[src/rtl/blue_sequencer.sv]
// Instruction issue / writeback controller for the blue datapath ALU.
// Optional single-step gate between EXEC and WB: define BLUE_SEQ_STEP_EN.
module blue_sequencer #(
    parameter int AW = 4
) (
    input  logic          clk,
    input  logic          reset,
    input  logic          prog_we,
    input  logic [AW-1:0] prog_addr,
    input  logic [15:0]   prog_data,
    input  logic          start,
    input  logic [AW:0]   len,
    input  logic [15:0]   ra_init,
    input  logic [15:0]   rb_init,
`ifdef BLUE_SEQ_STEP_EN
    input  logic          step,
`endif
    output logic [15:0]   ins,
    output logic [15:0]   RA,
    output logic [15:0]   RB,
    input  logic [15:0]   RA_OUT,
    input  logic [15:0]   RB_OUT,
    output logic [AW-1:0] pc,
    output logic          busy,
    output logic          done
);

    // state    | meaning
    // IDLE     | waiting for start; program RAM writable
    // FETCH    | ins <= mem[pc]
    // EXEC     | ins/RA/RB stable, ALU settles
    // STEPWAIT | hold until step=1 (step build only)
    // WB       | capture ALU results, count down, advance pc
    // DONE     | run finished, completion pulse follows
    typedef enum logic [2:0] {
        S_IDLE     = 3'd0,
        S_FETCH    = 3'd1,
        S_EXEC     = 3'd2,
        S_STEPWAIT = 3'd3,
        S_WB       = 3'd4,
        S_DONE     = 3'd5
    } state_t;

    localparam int DEPTH = 2 ** AW;

    state_t      state;
    logic [AW:0] count;
    logic [15:0] mem [DEPTH];

    // Program RAM is deliberately not reset; writes only land while idle.
    always_ff @(posedge clk) begin
        if (prog_we && state == S_IDLE) begin
            mem[prog_addr] <= prog_data;
        end
    end

    // busy/done are registered from the state, so they trail it by one cycle.
    always_ff @(posedge clk or posedge reset) begin
        if (reset) begin
            state <= S_IDLE;
            RA    <= '0;
            RB    <= '0;
            ins   <= '0;
            pc    <= '0;
            count <= '0;
            busy  <= 1'b0;
            done  <= 1'b0;
        end else begin
            busy <= (state == S_FETCH) || (state == S_EXEC) ||
                    (state == S_STEPWAIT) || (state == S_WB);
            done <= (state == S_DONE);
            case (state)
                S_IDLE: begin
                    if (start) begin
                        RA    <= ra_init;
                        RB    <= rb_init;
                        pc    <= '0;
                        count <= len;
                        state <= (len == '0) ? S_DONE : S_FETCH;
                    end
                end
                S_FETCH: begin
                    ins   <= mem[pc];
                    state <= S_EXEC;
                end
                S_EXEC: begin
`ifdef BLUE_SEQ_STEP_EN
                    state <= S_STEPWAIT;
`else
                    state <= S_WB;
`endif
                end
                S_STEPWAIT: begin
`ifdef BLUE_SEQ_STEP_EN
                    if (step) begin
                        state <= S_WB;
                    end
`else
                    state <= S_WB;
`endif
                end
                S_WB: begin
                    RA    <= RA_OUT;
                    RB    <= RB_OUT;
                    count <= count - 1'b1;
                    if (count == (AW+1)'(1)) begin
                        state <= S_DONE;
                    end else begin
                        pc    <= pc + 1'b1;
                        state <= S_FETCH;
                    end
                end
                S_DONE: begin
                    state <= S_IDLE;
                end
                default: begin
                    state <= S_IDLE;
                end
            endcase
        end
    end

endmodule

[config.mk]
export PLATFORM = sky130hd
export DESIGN_NAME = blue_sequencer
export DESIGN_NICKNAME = d
export VERILOG_FILES = /design/src/rtl/blue_sequencer.sv
export SDC_FILE = /design/constraint.sdc
export NUM_CORES = 1
export LEC_CHECK = 0
export ABC_AREA = 1
export BUFFER_PORTS_ARGS = -buffer_cell sky130_fd_sc_hd__buf_4
export CAP_MARGIN = 15
export CORE_MARGIN = 4
export CORE_UTILIZATION = 45
export CTS_BUF_LIST = sky130_fd_sc_hd__clkbuf_4 sky130_fd_sc_hd__clkbuf_8
export CTS_CLUSTER_DIAMETER = 60
export DETAILED_ROUTE_END_ITERATION = 12
export PLACE_DENSITY = 0.62
export SYNTH_ARGS = -nofsm -noshare
export SYNTH_HDL_FRONTEND = slang
export SYNTH_SLANG_ARGS = --single-unit
[constraint.sdc]
create_clock -name clk -period 2.4 [get_ports clk]
set_input_delay 0.6 -clock clk [delete_from_list [all_inputs] [get_ports clk]]
set_output_delay 0.6 -clock clk [all_outputs]
set_load 0.1 [all_outputs]
==> flow_summary.yaml, run 1 <==
power:
  power_frac_seq: 0.365
  p_int_mw: 10.7
  cell_area_power_density_nw_per_um2: 1200
  power.switching_fraction: 0.435
  power.switching_mw: 8.23
  power.combinational.fraction: 0.402
  pwr-share-clk: 0.233
  leakage_nw: 6.39
  vdd_drop_max_v: 0.000586
hold_path:
  min-delay-path-class: "in2async"
yosys:
  synthesis.nets: 1292
  synth_enable_flop_cells: 256
  synth_area_sq_um: 13100
  netlist-cell-type-count: 28
  yosys_warning_count: 0
  cells_after_synth: 1196
  share_of_flip_flops_with_an_asynchronous_set_or_reset: 0.195
  syn_avg_cell_area_sq_um: 11.0
  synth_seq_cells: 318
  ys.flop_type: "edfxtp_1"
  ys_seq_area_frac: 0.704
worst_setup_path:
  cp.buffers_inverters: 1
  worst_setup_path_end_kind: "register"
  crit_family: "simple AND/OR/NAND/NOR gates"
  critical_path.most_common_cell: "nor2_2"
  worst_ep_arrival_time_ns: 2.39
  critPathMaxFanout: 16
  critPathRequiredTime_ns: 2.67
  setup.worst_path.start_class: "register"
  reg2reg_slack_ns: 0.28
  path_cells: "nor2_2 -> nand2_1 -> nor2_1 -> nand3_1 -> nor2_2 -> buf_12"
  max_stage_delay_ns: 0.44
  critical-path-slowest-cell: "dfrtp_1"
  worst_setup_path_class: "reg2reg"
clocking:
  post_cts.resized_instances: 0
  tritoncts_clock_tree: "done"
  cts_post_setup_buffers_inserted: 0
  clock-sinks: 318
  clk_pin_slew_ns: 0.06
  clkLatencyLatePin_ns: 0.56
  tritoncts.num_buffers: 51
  clock_tree.buffer_depth: 3
  clockRootBuffer: "clkbuf_8"
  htree_levels: 2
  cts-hold-fix-buffers: 0
sta:
  clock_skew_ns: 0.0141
  max_clock_freq_mhz: 471
  totalNegativeSetupSlack_ns: 0
  final.period_utilization: 0.884
  timing.final.crit_period_ns: 2.12
  slew-limit-headroom: 0.559
  grt_setup_unrepaired: "false"
  timing.final.max_slew_violations: 0
  fin_hold_ws_ns: 0.115
  timing.final.hold_violations: 0
  tightest_slew_ns: 0.661
  setup-violations-final: 0
global_route:
  grt_first_pass_wirelength_um: 50900
  gr-usage-met2: 0.340
  gr-usage-met1: 0.298
  grt_max_degree: 120
  grt_peak_use_layer: "met2"
  grt_usage: 0.212
  grt_antenna_before_repair: 0
  globalRouteOverflowTotal: 0
  global_route.usage.met3: 0.0384
  first_global_vias: 8777
place:
  number_of_input_and_output_port_buffers_inserted: 146
  routabilityCongestion: 0.840
  place.detailed.hpwl_um: 22000
detailed_routing:
  detail_route.first_pass.iterations: 5
  route.final.wire_length_um: 34400
  ant_nets: 0
  drt_iter0_markers: 871
  post_drt_wl_per_cell_um: 19.3
  vias: 9224
  drt_drc_violations_left: 0
  viasPerCell: 5.18
finish:
  final_net_count: 1455
  num-fill-cells: 2559
  post_route_cells_drive_above_1_share: 0.213
  antenna-diode-count: 0
  layout.cells.most_common: "nand2_1"
  multiInputGateArea_sq_um: 3510
  register_area_sq_um: 9240
  area_growth_syn_to_layout_pct: 20.4
  layout.cells.most_common_list: "nand2_1 (434), edfxtp_1 (256), nand3_1 (202)"
die:
  num_io_pins: 147
  initial_utilization: 0.456
  rows: 62
  area_of_the_die_sq_um: 32000
  dieWidth_um: 179
  fp.coreArea_sq_um: 28800
  die_h_um: 179
job:
  maxCapViolCount: 0
outcome:
  run_status: "finished clean"
==> logic make-up (layout without fill, tap and decap cells) <==
kind of cell | count (synthesis) | after routing | share of synthesized area
and+or+nand+nor | 735 | 735 | 0.232
DFF | 318 | 318 | 0.704
buffers and inverters | 90 | 291 | 0.0326
AOI/OAI and AO/OA | 47 | 47 | 0.0271
adders and majority gates | 3 | 3 | 0.00286
xor gates and xnor gates | 3 | 3 | 0.00200
==> per-layer routing <==
| metal | wire [um] | part of all wire | up-vias |
|---|---|---|---|
| li1 | - | - | 4438 |
| met1 | 14800 | 0.43 | 4366 |
| met2 | 16000 | 0.47 | 367 |
| met3 | 2850 | 0.083 | 53 |
| met4 | 668 | 0.019 | 0 |
| met5 | 0 | 0 | - |
==> worst min-delay path, cell delays in order <==
cell and delay [ns]:
buf_4 0.11, inv_2 0.06, buf_12 0.29
==> through the flow <==
step | area (sq um) | util | total power, mW | worst slack [ns] | instances
floorplan | 13100 | - | 12.6 | 0.259 | 1196
global placement | 14800 | 0.515 | 14.5 | 0.299 | 1690
detailed placement | 14800 | 0.515 | 14.6 | 0.265 | 1690
CTS | 15800 | 0.549 | 19.0 | 0.241 | 1781
global route | 15800 | 0.549 | 19.9 | 0.140 | 1781
finish | 15800 | 0.549 | 18.9 | 0.279 | 1781
==> cell usage after synthesis, types with 4 or more instances <==
library cell | number | area, sq um
clkbuf_1 | 11 | 41.3
o31ai_1 | 25 | 188
buf_4 | 6 | 45.0
nand3_1 | 202 | 1010
o31ai_2 | 7 | 87.6
dfrtp_1 | 62 | 1550
edfxtp_1 | 256 | 7690
buf_2 | 46 | 230
inv_2 | 6 | 22.5
nand2_1 | 434 | 1630
buf_1 | 4 | 15.0
nor2_1 | 90 | 338
o21ai_0 | 11 | 55.1
inv_1 | 14 | 52.6
==> flip-flops by register name, indices dropped and copies added, names as in the netlist <==
register,flops
RA,16
mem,256
state,3
pc,4
RB,16
ins,16
busy,1
count,5
done,1
==> final timing paths <==
kind | from | end | cells past startpoint
setup reg to reg | state[1] | mem[3][13] | 6
max in group asynchronous | reset | pc[0] | 3
setup / recovery | state[1] | mem[3][13] | 6
hold / removal | reset | ins[0] | 3
min in group clk | len[4] | count[4] | 3
hold reg to reg | ins[12] | ins[12] | 2
==> power by group through the flow <==
stage / Clock [mW] / Combinational [mW] / Sequential (mW)
2_1_floorplan: 0 / 2.69 / 9.94
3_3_place_gp: 0 / 7.54 / 6.99
3_5_place_dp: 0 / 7.59 / 7.01
4_1_cts: 4.51 / 7.62 / 6.91
5_1_grt: 4.78 / 8.11 / 6.97
6_report: 4.40 / 7.59 / 6.91
==> final cells by class <==
type	instances	share of cell area
Sequential cell	318	0.585
Multi-Input combinational cell	788	0.222
Clock inverter	16	0.00459
Tap cell	384	0.0304
Inverter	22	0.00546
Clock buffer	75	0.0570
Timing Repair Buffer	178	0.0956
Power figures use the tool's default switching activity.
==> run 2, diff against run 1 <==
- CTS_BUF_LIST: sky130_fd_sc_hd__clkbuf_4 sky130_fd_sc_hd__clkbuf_8 -> sky130_fd_sc_hd__clkbuf_2 sky130_fd_sc_hd__clkbuf_4 sky130_fd_sc_hd__clkbuf_8
- PLACE_DENSITY: 0.62 -> 0.65
==> run 2 against run 1 <==
  * Via count grew 1.1%
  * Sequential power hardly changed
  * Hold slack got worse by 0.015 ns
  * Critical path depth decreased by 4
  * Combinational power is 0.7% lower
  * Final cell count is 0.73% higher
  * Power increased by 0.57%
  * Global-route usage fell by 0.96 points
  * Clock skew grew 0.0088 ns
  * Die area unchanged
  * Count of clock-buffer cells in the layout is 3 lower
==> flow_summary.yaml, run 2 (synthesized netlist as in run 1, its figures left out) <==
clocking:
  cts_post_setup_buffers_inserted: 0
  clockRootBuffer: "clkbuf_8"
  clock_tree.buffer_depth: 3
  clkLatencyLatePin_ns: 0.57
  clk_pin_slew_ns: 0.06
  clock-sinks: 318
  tritoncts.num_buffers: 51
  tritoncts_clock_tree: "done"
  htree_levels: 2
detailed_routing:
  vias: 9326
  drt_iter0_markers: 786
  viasPerCell: 5.20
  route.final.wire_length_um: 32800
  drt_drc_violations_left: 0
  ant_nets: 0
  post_drt_wl_per_cell_um: 18.3
  detail_route.first_pass.iterations: 5
finish:
  antenna-diode-count: 0
  layout.cells.most_common: "nand2_1"
  num-fill-cells: 2429
  final_net_count: 1463
  layout.cells.most_common_list: "nand2_1 (434), edfxtp_1 (256), nand3_1 (202)"
  layout.cells.non_filler: 1794
  post_route_cells_drive_above_1_share: 0.217
  design_area_sq_um: 15900
  largest_register_ff_count: 256
  area_growth_syn_to_layout_pct: 21.0
  register_area_sq_um: 9240
  multiInputGateArea_sq_um: 3510
  max_flop_register: "mem"
place:
  placed_insts: 1697
  routabilityCongestion: 0.828
  place.detailed.hpwl_um: 20900
  placedInstanceArea_sq_um: 14800
  number_of_input_and_output_port_buffers_inserted: 146
die:
  rows: 62
  area_of_the_die_sq_um: 32000
  num_io_pins: 147
  die_h_um: 179
  dieWidth_um: 179
  fp.coreArea_sq_um: 28800
  initial_utilization: 0.456
worst_setup_path:
  reg2reg_slack_ns: 0.25
  max_stage_delay_ns: 0.47
  worst_ep_arrival_time_ns: 1.65
  crit_family: "buffers and inverters"
  critical-path-slowest-cell: "dfrtp_4"
  worst_setup_path_end_kind: "output port"
  setup.worst_path.start_class: "register"
  cp.buffers_inverters: 2
  critPathMaxFanout: 66
  worst_setup_path_class: "reg2out"
  path_cells: "buf_16 -> buf_4"
  critPathRequiredTime_ns: 1.80
job:
  maxCapViolCount: 0
global_route:
  globalRouteOverflowTotal: 0
  first_global_vias: 8951
  grt_first_pass_wirelength_um: 50100
  grt_max_degree: 67
  grt_antenna_before_repair: 0
  grt_usage: 0.202
power:
  vdd_drop_max_v: 0.000516
  cell_area_power_density_nw_per_um2: 1200
  report.power.total_mw: 19.0
  leakage_nw: 6.46
sta:
  grt_setup_unrepaired: "false"
  slew-limit-headroom: 0.659
  clock_skew_ns: 0.0229
  totalNegativeSetupSlack_ns: 0
  timing.final.max_slew_violations: 0
  final.period_utilization: 0.939
  timing.final.crit_period_ns: 2.25
  timing.final.hold_violations: 0
  max_clock_freq_mhz: 444
  tightest_slew_ns: 0.509
  setup-violations-final: 0
outcome:
  run_status: "finished clean"
hold_path:
  min-delay-path-class: "in2async"
## run 2: stage by stage
stage          hold WS, ns   util  setup WS [ns]
3_3_place_gp         0.464  0.515          0.310
5_1_grt              0.110  0.552         0.0580
2_1_floorplan        0.475      -          0.259
3_5_place_dp         0.469  0.515          0.268
6_report             0.100  0.552          0.146
4_1_cts             0.0863  0.552         0.0720
## run 2: worst paths after layout
path / cells past startpoint / startpoint / end
worst max-delay path: 2 / pc[0] / pc[0]
worst min-delay path: 3 / reset / RB[0]
worst max register to register: 6 / state[1] / mem[15][13]
worst min register to register: 2 / ins[11] / ins[11]
max in group asynchronous: 3 / reset / pc[0]
min in group clk: 3 / len[4] / count[4]
## run 2: cell type report
cell class | instances | area share
inverter | 22 | 0.00544
tap | 384 | 0.0303
clock inverter | 24 | 0.00898
sequential | 318 | 0.582
clock buffer | 72 | 0.0553
timing repair buffer | 186 | 0.0971
multi-input combinational | 788 | 0.221
## run 2: worst reg2reg max path, cell delays in order (launching register included)
cell,delay (ns)
dfrtp_1,0.43
nor2_2,0.17
nand2_1,0.11
nor2_1,0.32
nand3_1,0.34
nor2_2,0.22
buf_4,0.23
## run 2: routing by layer
layer | GRT usage | part of all wire | routed length [um] | vias up
met5 | 0 | 0 | 0 | -
met4 | 0.0556 | 0.021 | 692 | 0
met3 | 0.0346 | 0.091 | 2970 | 56
met2 | 0.320 | 0.46 | 15200 | 338
met1 | 0.291 | 0.42 | 13900 | 4470
li1 | - | - | - | 4462
## run 2: repair_timing
item,in CTS,in global routing
endpoints found under the setup margin,1,0
gates resized for setup,1,0
hold buffers,0,0
## run 2: power by group
part	switching [mW]	internal [mW]	leakage [nW]
sequential	0.322	6.58	3.07
combinational	5.79	1.75	2.85
clock	2.08	2.49	0.540
total	8.19	10.8	6.46
